File: config.mk
export PLATFORM = sky130hd
export DESIGN_NAME = prirv32_lsu
export DESIGN_NICKNAME = d
export VERILOG_FILES = /design/src/rtl/prirv32_pkg.sv /design/src/rtl/prirv32_lsu_align.sv /design/src/rtl/prirv32_lsu.sv
export SDC_FILE = /design/constraint.sdc
export NUM_CORES = 1
export LEC_CHECK = 0
export CAP_MARGIN = 20
export CORE_UTILIZATION = 40
export CTS_CLUSTER_DIAMETER = 200
export DETAILED_ROUTE_END_ITERATION = 8
export GPL_TIMING_DRIVEN = 1
export PLACE_DENSITY = 0.73
export SYNTH_ARGS = -nofsm -noshare
export SYNTH_HDL_FRONTEND = slang
export SYNTH_SLANG_ARGS = --single-unit
File: constraint.sdc
create_clock -name clk_i -period 4.2 [get_ports clk_i]
set_input_delay 0.63 -clock clk_i [delete_from_list [all_inputs] [get_ports clk_i]]
set_output_delay 0.63 -clock clk_i [all_outputs]
set_load 0.1 [all_outputs]
File: src/rtl/prirv32_pkg.sv
// Shared definitions for the prirv32 load/store path: access sizes, LSU
// state encoding and the default bus timeout.
package prirv32_pkg;

  localparam logic [1:0] LSU_SIZE_B = 2'd0;
  localparam logic [1:0] LSU_SIZE_H = 2'd1;
  localparam logic [1:0] LSU_SIZE_W = 2'd2;

  localparam int unsigned LSU_BUS_TIMEOUT = 64;

  typedef enum logic [1:0] {
    LSU_IDLE,
    LSU_REQ,
    LSU_WAIT,
    LSU_RESP
  } lsu_state_e;

endpackage

File: src/rtl/prirv32_lsu_align.sv
// Combinational byte-lane logic: misalignment check, store strobe/lane
// replication and load extraction with sign/zero extension.
module prirv32_lsu_align
  import prirv32_pkg::*;
(
  input  logic [1:0]  addr_i,
  input  logic [1:0]  size_i,
  input  logic        unsigned_i,
  input  logic [31:0] wdata_i,
  input  logic [31:0] rdata_i,
  output logic        misalign_o,
  output logic [3:0]  strb_o,
  output logic [31:0] wdata_o,
  output logic [31:0] rdata_o
);

  logic [31:0] shifted;
  assign shifted = rdata_i >> {addr_i, 3'b000};

  always_comb begin
    misalign_o = 1'b0;
    strb_o     = 4'b0000;
    wdata_o    = wdata_i;
    rdata_o    = 32'h0;
    case (size_i)
      LSU_SIZE_B: begin
        strb_o  = 4'b0001 << addr_i;
        wdata_o = {4{wdata_i[7:0]}};
        rdata_o = {{24{~unsigned_i & shifted[7]}}, shifted[7:0]};
      end
      LSU_SIZE_H: begin
        misalign_o = addr_i[0];
        strb_o     = addr_i[1] ? 4'b1100 : 4'b0011;
        wdata_o    = {2{wdata_i[15:0]}};
        rdata_o    = {{16{~unsigned_i & shifted[15]}}, shifted[15:0]};
      end
      LSU_SIZE_W: begin
        misalign_o = |addr_i;
        strb_o     = 4'b1111;
        rdata_o    = shifted;
      end
      default: misalign_o = 1'b1;
    endcase
  end

endmodule

File: src/rtl/prirv32_lsu.sv
// Load/store unit: one outstanding access on a word-aligned bus, with
// misalignment and timeout detection and aligned load writeback.
module prirv32_lsu
  import prirv32_pkg::*;
#(
  parameter int unsigned BUS_TIMEOUT = LSU_BUS_TIMEOUT
) (
  input  logic        clk_i,
  input  logic        rst_i,
  input  logic        req_valid_i,
  output logic        req_ready_o,
  input  logic [31:0] req_addr_i,
  input  logic [31:0] req_wdata_i,
  input  logic        req_we_i,
  input  logic [1:0]  req_size_i,
  input  logic        req_unsigned_i,
  input  logic [4:0]  req_rd_i,
  output logic        bus_valid_o,
  input  logic        bus_ready_i,
  output logic [31:0] bus_addr_o,
  output logic        bus_we_o,
  output logic [3:0]  bus_wstrb_o,
  output logic [31:0] bus_wdata_o,
  input  logic        bus_rvalid_i,
  input  logic [31:0] bus_rdata_i,
  output logic        wb_valid_o,
  output logic [4:0]  wb_rd_o,
  output logic [31:0] wb_data_o,
  output logic        busy_o,
  output logic        err_misalign_o,
  output logic        err_timeout_o,
  output logic [31:0] err_addr_o
);

  localparam logic [7:0] TO_LAST = 8'(BUS_TIMEOUT - 1);

  lsu_state_e  state_q, state_d;
  logic [31:0] addr_q, addr_d, wdata_q, wdata_d, wb_data_q, wb_data_d, err_addr_q, err_addr_d;
  logic [3:0]  strb_q, strb_d;
  logic [1:0]  size_q, size_d;
  logic [4:0]  rd_q, rd_d;
  logic [7:0]  cnt_q, cnt_d;
  logic        we_q, we_d, uns_q, uns_d, err_mis_q, err_mis_d, err_to_q, err_to_d;

  // In IDLE the aligner looks at the incoming request (results go only to
  // flops); afterwards it works from the latched request for load data.
  logic        idle, al_mis;
  logic [3:0]  al_strb;
  logic [31:0] al_wdata, al_rdata;
  assign idle = (state_q == LSU_IDLE);

  prirv32_lsu_align u_align (
    .addr_i     (idle ? req_addr_i[1:0] : addr_q[1:0]),
    .size_i     (idle ? req_size_i : size_q),
    .unsigned_i (idle ? req_unsigned_i : uns_q),
    .wdata_i    (req_wdata_i),
    .rdata_i    (bus_rdata_i),
    .misalign_o (al_mis),
    .strb_o     (al_strb),
    .wdata_o    (al_wdata),
    .rdata_o    (al_rdata)
  );

  always_comb begin
    state_d    = state_q;
    addr_d     = addr_q;
    wdata_d    = wdata_q;
    strb_d     = strb_q;
    we_d       = we_q;
    size_d     = size_q;
    uns_d      = uns_q;
    rd_d       = rd_q;
    wb_data_d  = wb_data_q;
    err_addr_d = err_addr_q;
    cnt_d      = cnt_q;
    err_mis_d  = 1'b0;
    err_to_d   = 1'b0;
    case (state_q)
      LSU_IDLE: if (req_valid_i) begin
        if (al_mis) begin
          err_mis_d  = 1'b1;
          err_addr_d = req_addr_i;
        end else begin
          state_d = LSU_REQ;
          addr_d  = req_addr_i;
          wdata_d = al_wdata;
          strb_d  = req_we_i ? al_strb : 4'b0000;
          we_d    = req_we_i;
          size_d  = req_size_i;
          uns_d   = req_unsigned_i;
          rd_d    = req_rd_i;
          cnt_d   = 8'd0;
        end
      end
      LSU_REQ, LSU_WAIT: begin
        cnt_d = cnt_q + 8'd1;
        // A completing event in the last allowed cycle beats the timeout.
        if (state_q == LSU_REQ && bus_ready_i) begin
          state_d = we_q ? LSU_IDLE : LSU_WAIT;
        end else if (state_q == LSU_WAIT && bus_rvalid_i) begin
          wb_data_d = al_rdata;
          state_d   = LSU_RESP;
        end else if (cnt_q == TO_LAST) begin
          state_d    = LSU_IDLE;
          err_to_d   = 1'b1;
          err_addr_d = addr_q;
        end
      end
      LSU_RESP: state_d = LSU_IDLE;
      default:  state_d = LSU_IDLE;
    endcase
  end

  always_ff @(posedge clk_i) begin
    if (rst_i) begin
      state_q    <= LSU_IDLE;
      addr_q     <= '0;
      wdata_q    <= '0;
      strb_q     <= '0;
      we_q       <= 1'b0;
      size_q     <= '0;
      uns_q      <= 1'b0;
      rd_q       <= '0;
      wb_data_q  <= '0;
      err_addr_q <= '0;
      cnt_q      <= '0;
      err_mis_q  <= 1'b0;
      err_to_q   <= 1'b0;
    end else begin
      state_q    <= state_d;
      addr_q     <= addr_d;
      wdata_q    <= wdata_d;
      strb_q     <= strb_d;
      we_q       <= we_d;
      size_q     <= size_d;
      uns_q      <= uns_d;
      rd_q       <= rd_d;
      wb_data_q  <= wb_data_d;
      err_addr_q <= err_addr_d;
      cnt_q      <= cnt_d;
      err_mis_q  <= err_mis_d;
      err_to_q   <= err_to_d;
    end
  end

  assign req_ready_o    = idle;
  assign busy_o         = ~idle;
  assign bus_valid_o    = (state_q == LSU_REQ);
  assign bus_addr_o     = {addr_q[31:2], 2'b00};
  assign bus_we_o       = we_q;
  assign bus_wstrb_o    = strb_q;
  assign bus_wdata_o    = wdata_q;
  assign wb_valid_o     = (state_q == LSU_RESP);
  assign wb_rd_o        = rd_q;
  assign wb_data_o      = wb_data_q;
  assign err_misalign_o = err_mis_q;
  assign err_timeout_o  = err_to_q;
  assign err_addr_o     = err_addr_q;

endmodule

After elaboration in Yosys (flattened, before gate mapping)
Cells that the tools add are included.

$add $sub $neg: 1. Multiplexer cells: 27. Order comparisons: 0. Equality and inequality tests: 13. Divide/modulo/power cells: 0. $mul: 0. Reduce and logical (&&, ||, !) cells: 14. Shifts and indexed selects: 2. Bitwise operators: 8.

Operators with widths (number): $mux W32 (5); $pmux W32 S2 (2); $pmux W32 S3 (1); $shr A32 B5 Y32 (1); $mux W2 (8); $mux W8 (2); $pmux W8 S2 (1); $pmux W4 S3 (1); $reduce_and A3 Y1 (4); $ne A2 B2 Y1 const B (5); $add A8 B1 Y8 const B (1); $eq A8 B6 Y1 const B (1); $mux W4 (2); $eq A2 B2 Y1 const B (3); $not A1 Y1 (6); $pmux W2 S3 (1); $reduce_and A6 Y1 (1); $eq A2 B1 Y1 const B (2); $logic_not A2 Y1 (2); $ne A4 B4 Y1 const B (1); $reduce_or A2 Y1 (2); $reduce_or A4 Y1 (1); $shl A1 B2 Y4 const A (1); $mux W1 (3); other kinds (6) (8).

Output and inout port bits: 144. RAM bits: 0. Flip-flop bits (word level): 153. Word-level logic and storage cells: 78. Bits in latches: 0. Memory bits (read-only): 0. Memories: 0. Input port bits: 110.

Longest topological paths before layout
Word-level depth: 7. Depth in mapped cells: 10. Gate-level depth less buffers: 7.

Modules after synthesis
From an unflattened synthesis, not the netlist that was laid out.

Cell total of the unflattened synthesis: 1016. Area total of the unflattened synthesis: 7987.7 um2.

Modules (own cells, without submodules): prirv32_lsu (cells an instance 844, area each 6628.9 um2, seq. area each 3062.9 um2, times used 1); prirv32_lsu_align (cells an instance 172, area each 1358.8 um2, seq. area each 0.0 um2, times used 1).

Least setup slack after synthesis
OpenSTA, ideal clock, no wires.

Path kind: reg2reg. From: reg state_q[0]. To: reg cnt_q[5]. Path buffers: 2. Library setup time: 118 ps. Clock period less this slack: 3459 ps. Slack: 741 ps. Stages on the path, launching flop included: 10. Arrival time: 3341 ps. Required time: 4082 ps. Cells stage by stage: dfxtp_1 inv_1 ha_1 buf_2 buf_2 inv_1 o311ai_1 nor3_1 xnor2_1 nor2_1.

Cells in the longest elaborated chain, start to end: 6. Elaborated cells on any way between the ends: 16. Those cells by class: eq/ne: 6; mux: 4; reduce/logical: 6.

Ends and longest elaborated chain: start: declaration (line prirv32_lsu.sv:37) `lsu_state_e state_q, state_d;`; start signal: assignment (line prirv32_lsu.sv:130) `state_q <= state_d;`; $logic_not A2 Y1 (*) (line prirv32_lsu.sv:50) `assign idle = (state_q == LSU_IDLE);`; named net req_ready_o (line prirv32_lsu.sv:11) `output logic req_ready_o,`; $mux W2, on equally long branches (line prirv32_lsu.sv:54, prirv32_lsu.sv:53); $eq A2 B2 Y1, or another cell as far along (line prirv32_lsu_align.sv:25) `case (size_i)`; $pmux W1 S3 (line prirv32_lsu_align.sv:25); $ne A2 B2 Y1 (no line); $reduce_and A3 Y1 (no line); end signal: assignment (line prirv32_lsu.sv:140) `cnt_q <= cnt_d;`; end: declaration (line prirv32_lsu.sv:42) `logic [7:0] cnt_q, cnt_d;`.

The timed path passes the listed nets; every way through them passes the cells marked *. A chain may end at the register's enable or synchronous reset.

Final worst setup path
From: reg state_q[0]. To: reg err_addr_q[2] (netlist: err_addr_o[2]).

Cells in the longest elaborated chain, start to end: 6. Elaborated cells on any way between the ends: 21. Those cells by class: eq/ne: 9; mux: 4; reduce/logical: 8.

Ends and longest elaborated chain: $logic_not A2 Y1 (line prirv32_lsu.sv:50, prirv32_lsu.sv:78); $mux W2, on equally long branches (line prirv32_lsu.sv:54, prirv32_lsu.sv:53); $eq A2 B2 Y1, or another cell as far along (line prirv32_lsu_align.sv:25); $pmux W1 S3 (line prirv32_lsu_align.sv:25); $ne A2 B1 Y1 (no line); $reduce_and A6 Y1 (no line); end signal: assignment (line prirv32_lsu.sv:139) `err_addr_q <= err_addr_d;`; end: declaration (line prirv32_lsu.sv:38) `logic [31:0] addr_q, addr_d, wdata_q, wdata_d, wb_data_q, wb_data_d, err_addr_q, err_addr_d;`.

Parallel ways exist; a longest one is shown, timed or not.

==> impl_results.md <==
- Post-CTS setup buffers: 0
- Row cnt: 48
- Setup Crit Path Kind: reg2reg
- Die Y: between 100 and 150 um
- Critical path startpoint category: flip-flop
- Yosys warnings: 0
- Element type at the critical path end: flip-flop
- Vias: ~6500
- Clk sink count: 153
- FF+latch count, synth: around 150
- DP HPWL: ~14 mm
- CTS tree: built
- Final Hold Viols: 0
- Top Ports: around 250
- CTS Buffer Depth: 2
- WP data arrival: 3250 ps
- ANT nets after route: 0
- P per Cell Area: a little under 700 mW/mm^2
- Worst-path maximum fanout: 64
- Vias in the first global route: 6069
- Unrepaired setup endpoints after global routing: no
- Grt ovf: 0
- Syn avg cell area: around 8.7 um^2
- Post-CTS sizing: 0
- Setup TNS: 0 ps
- Minimum clock period after layout: approximately 3000 ps
- Post-Synth Adder-Cell Area: between 1 and 1.5%
- Total Power: ~6.9 mW
- Synth unique cells: 55
- Avg WL per Cell: roughly 17 um
- Commonest non-fill, non-tap cell in the layout: clkdlybuf4s50_1
- Most frequent cells in the layout: clkdlybuf4s50_1 (248), nand2_1 (158), dfxtp_1 (153)
- Fmax achieved: 343 MHz
- Status: finished, final reports clean
- Tcrit/Tclk final: between 60% and 70%
- Critical-path top delay cell: buf_4
- Post-synth EDFFs: 0
- Post-Syn Area: between 0.007 and 0.008 mm^2
- Top-area cell type share of the netlist area: about 43%
- Initial Util: a little over 40%
- Share of cells above drive strength 1: approximately 7.5%
- Peak VDD IR: around 0.44 mV
- Cell leakage power: between 3 and 4 nW
- Critical Path Max Stage Delay: around 550 ps
- Placed cell count: ~1200
- Area grow syn2layout: 42.8%
- Synth area leader: dfxtp_1
- Die area: approximately 0.018 mm^2
- Drt pass-1 iters: 5
- Top cells by area, synth: dfxtp_1 (43%), nand2_1 (8.4%), mux2i_1 (6.5%), a21oi_1 (4.7%), nor2_1 (4.5%)
- Root buf cell: clkbuf_16
- Aggregate global-route resource usage: a little under a quarter
- Ant. Diodes: 0
- Post-Synthesis Cells: 811
- Count of non-filler cells in the finished layout: 1240
- Fillcell total: roughly 1500
- Die width: between 100 and 150 um
- Slew margin rel.: approximately 30%
- H-tree levels: 4
- Largest net degree at the start of global routing: 65
- CTS Buf Count: 17
- Post-Synth Simple-Gate Area: 16.1%
- Initial antenna violation count: 0
- Main flop type after synthesis: dfxtp_1
- Asr flop ratio synth: 0%
- GPL Wtd Cong: around 0.78
- Crit path top cell by count: buf_4
- XOR/XNOR Fraction of Synth Area: less than 1%
- WL final: 20.8 mm
- First-pass GRT wire length: approximately 32 mm
- Number of buffers added on ports: between 200 and 300
- CP Data Required Time: around 4500 ps
- Final net count: 1118
- Hold buffer count at cts: 0
- Final number of setup-violating endpoints: 0
- Initial DRC Count: 350
- Worst-margin pin slew: approximately 1000 ps
- Max Cap Viol: 0
- Largest family of logic cells by synthesized area: compound AO/OA/AOI/OAI gates
- Compound-Gate Fraction of Synth Area: 20.1%
- Worst min path class: reg2reg
- Worst path cell trace: inv_1, ha_2, buf_4, mux2_2, nand2_1, a211oi_4, buf_4, nor2_1, a211oi_1
- Skew final: 12.2 ps
- Multiplexer area fraction after synthesis: a little over a tenth
- Worst-path clk slew: 70 ps
- Seq/Total Area, Yosys: between 40% and 50%
- Post-route DRC: 0
- Vias per std cell: 5.28
- Core Region: roughly 0.017 mm^2
- Final max-slew violation count: 0
- Skew-Pair Late Insertion Delay: 430 ps
Yosys cell counts (3+ instances only):
| library cell | instances |
|---|---|
| o211ai_1 | 3 |
| ha_1 | 6 |
| mux2_2 | 11 |
| a22oi_1 | 15 |
| buf_1 | 3 |
| clkbuf_1 | 37 |
| xnor2_1 | 7 |
| a21oi_1 | 66 |
| mux2i_1 | 46 |
| a311oi_1 | 32 |
| nand3b_1 | 6 |
| nor3_1 | 5 |
| nor2_1 | 84 |
| mux4_2 | 7 |
| a21o_1 | 3 |
| inv_1 | 8 |
| o21ai_0 | 6 |
| buf_4 | 38 |
| o2bb2ai_1 | 8 |
| a221o_1 | 16 |
| dfxtp_1 | 153 |
| nand3_1 | 7 |
| buf_2 | 17 |
| nand2_1 | 158 |
| a211oi_1 | 33 |
cell type report:
class,count,area [um^2],area share [%]
Inverter,8,30.0,0.297
Clock buffer,19,443,4.38
Tap cell,225,282,2.79
Multi-Input combinational cell,556,3500,34.6
Sequential cell,153,3060,30.3
Clock inverter,13,146,1.45
Timing Repair Buffer,266,2640,26.1
layer usage:
metal  vias up  GRT usage (%)  wire [um]
met4         0           8.80        519
met5         -              0          0
met3        32           7.51       1850
li1       3250              -          -
met2       233           36.3       9690
met1      3031           28.2       8720
critical path, delay by kind of cell (launching register included):
kind | cells | cell delay [ps]
buffers and inverters | 3 | 1160
AOI/OAI and AO/OA | 2 | 440
DFF | 1 | 390
adders and majority gates | 1 | 330
muxes | 1 | 300
and+or+nand+nor | 2 | 170
through the flow:
step           setup WS [ps]  cell area [um^2]  hold WS, ps  util [%]
2_1_floorplan            741              7080          444         -
3_3_place_gp            1070              9520          441      55.0
3_5_place_dp            1030              9520          447      55.0
4_1_cts                 1220             10100          457      58.4
5_1_grt                 1030             10100          468      58.4
6_report                1280             10100          455      58.4
path summary, 6_finish.rpt:
kind / depth (start not counted) / end / start / slack, ps
hold reg to reg: 2 / bus_wdata_o[6]$_SDFFE_PP0P_ / bus_wdata_o[6]$_SDFFE_PP0P_ / 460
setup / recovery: 9 / err_addr_o[2]$_SDFFE_PP0P_ / state_q[0]$_SDFFE_PP0P_ / 1280
setup reg to reg: 9 / err_addr_o[2]$_SDFFE_PP0P_ / state_q[0]$_SDFFE_PP0P_ / 1280
hold / removal: 2 / bus_wdata_o[6]$_SDFFE_PP0P_ / bus_wdata_o[6]$_SDFFE_PP0P_ / 460
power breakdown:
group / total (mW) / internal [mW] / switching (mW)
combinational: 3.56 / 0.950 / 2.61
clock: 1.54 / 0.898 / 0.643
sequential: 1.82 / 1.69 / 0.136
registers in the layout (all words and copies together), names as in the netlist:
name and cells:
uns_q 1, bus_wdata_o 32, wb_data_o 32, err_addr_o 32, err_timeout_o 1, size_q 2, bus_wstrb_o 4, wb_rd_o 5
err_misalign_o 1, cnt_q 8, addr_q 32, bus_we_o 1, state_q 2
cell families (layout without fill, tap and decap cells):
logic type	count (synthesis)	in the layout
muxes	65	65
buffers and inverters	103	306
adders and majority gates	6	6
and+or+nand+nor	276	276
DFF	153	153
other	1	2
AOI/OAI and AO/OA	199	199
xor gates and xnor gates	8	8
Power figures use the tool's default switching activity.
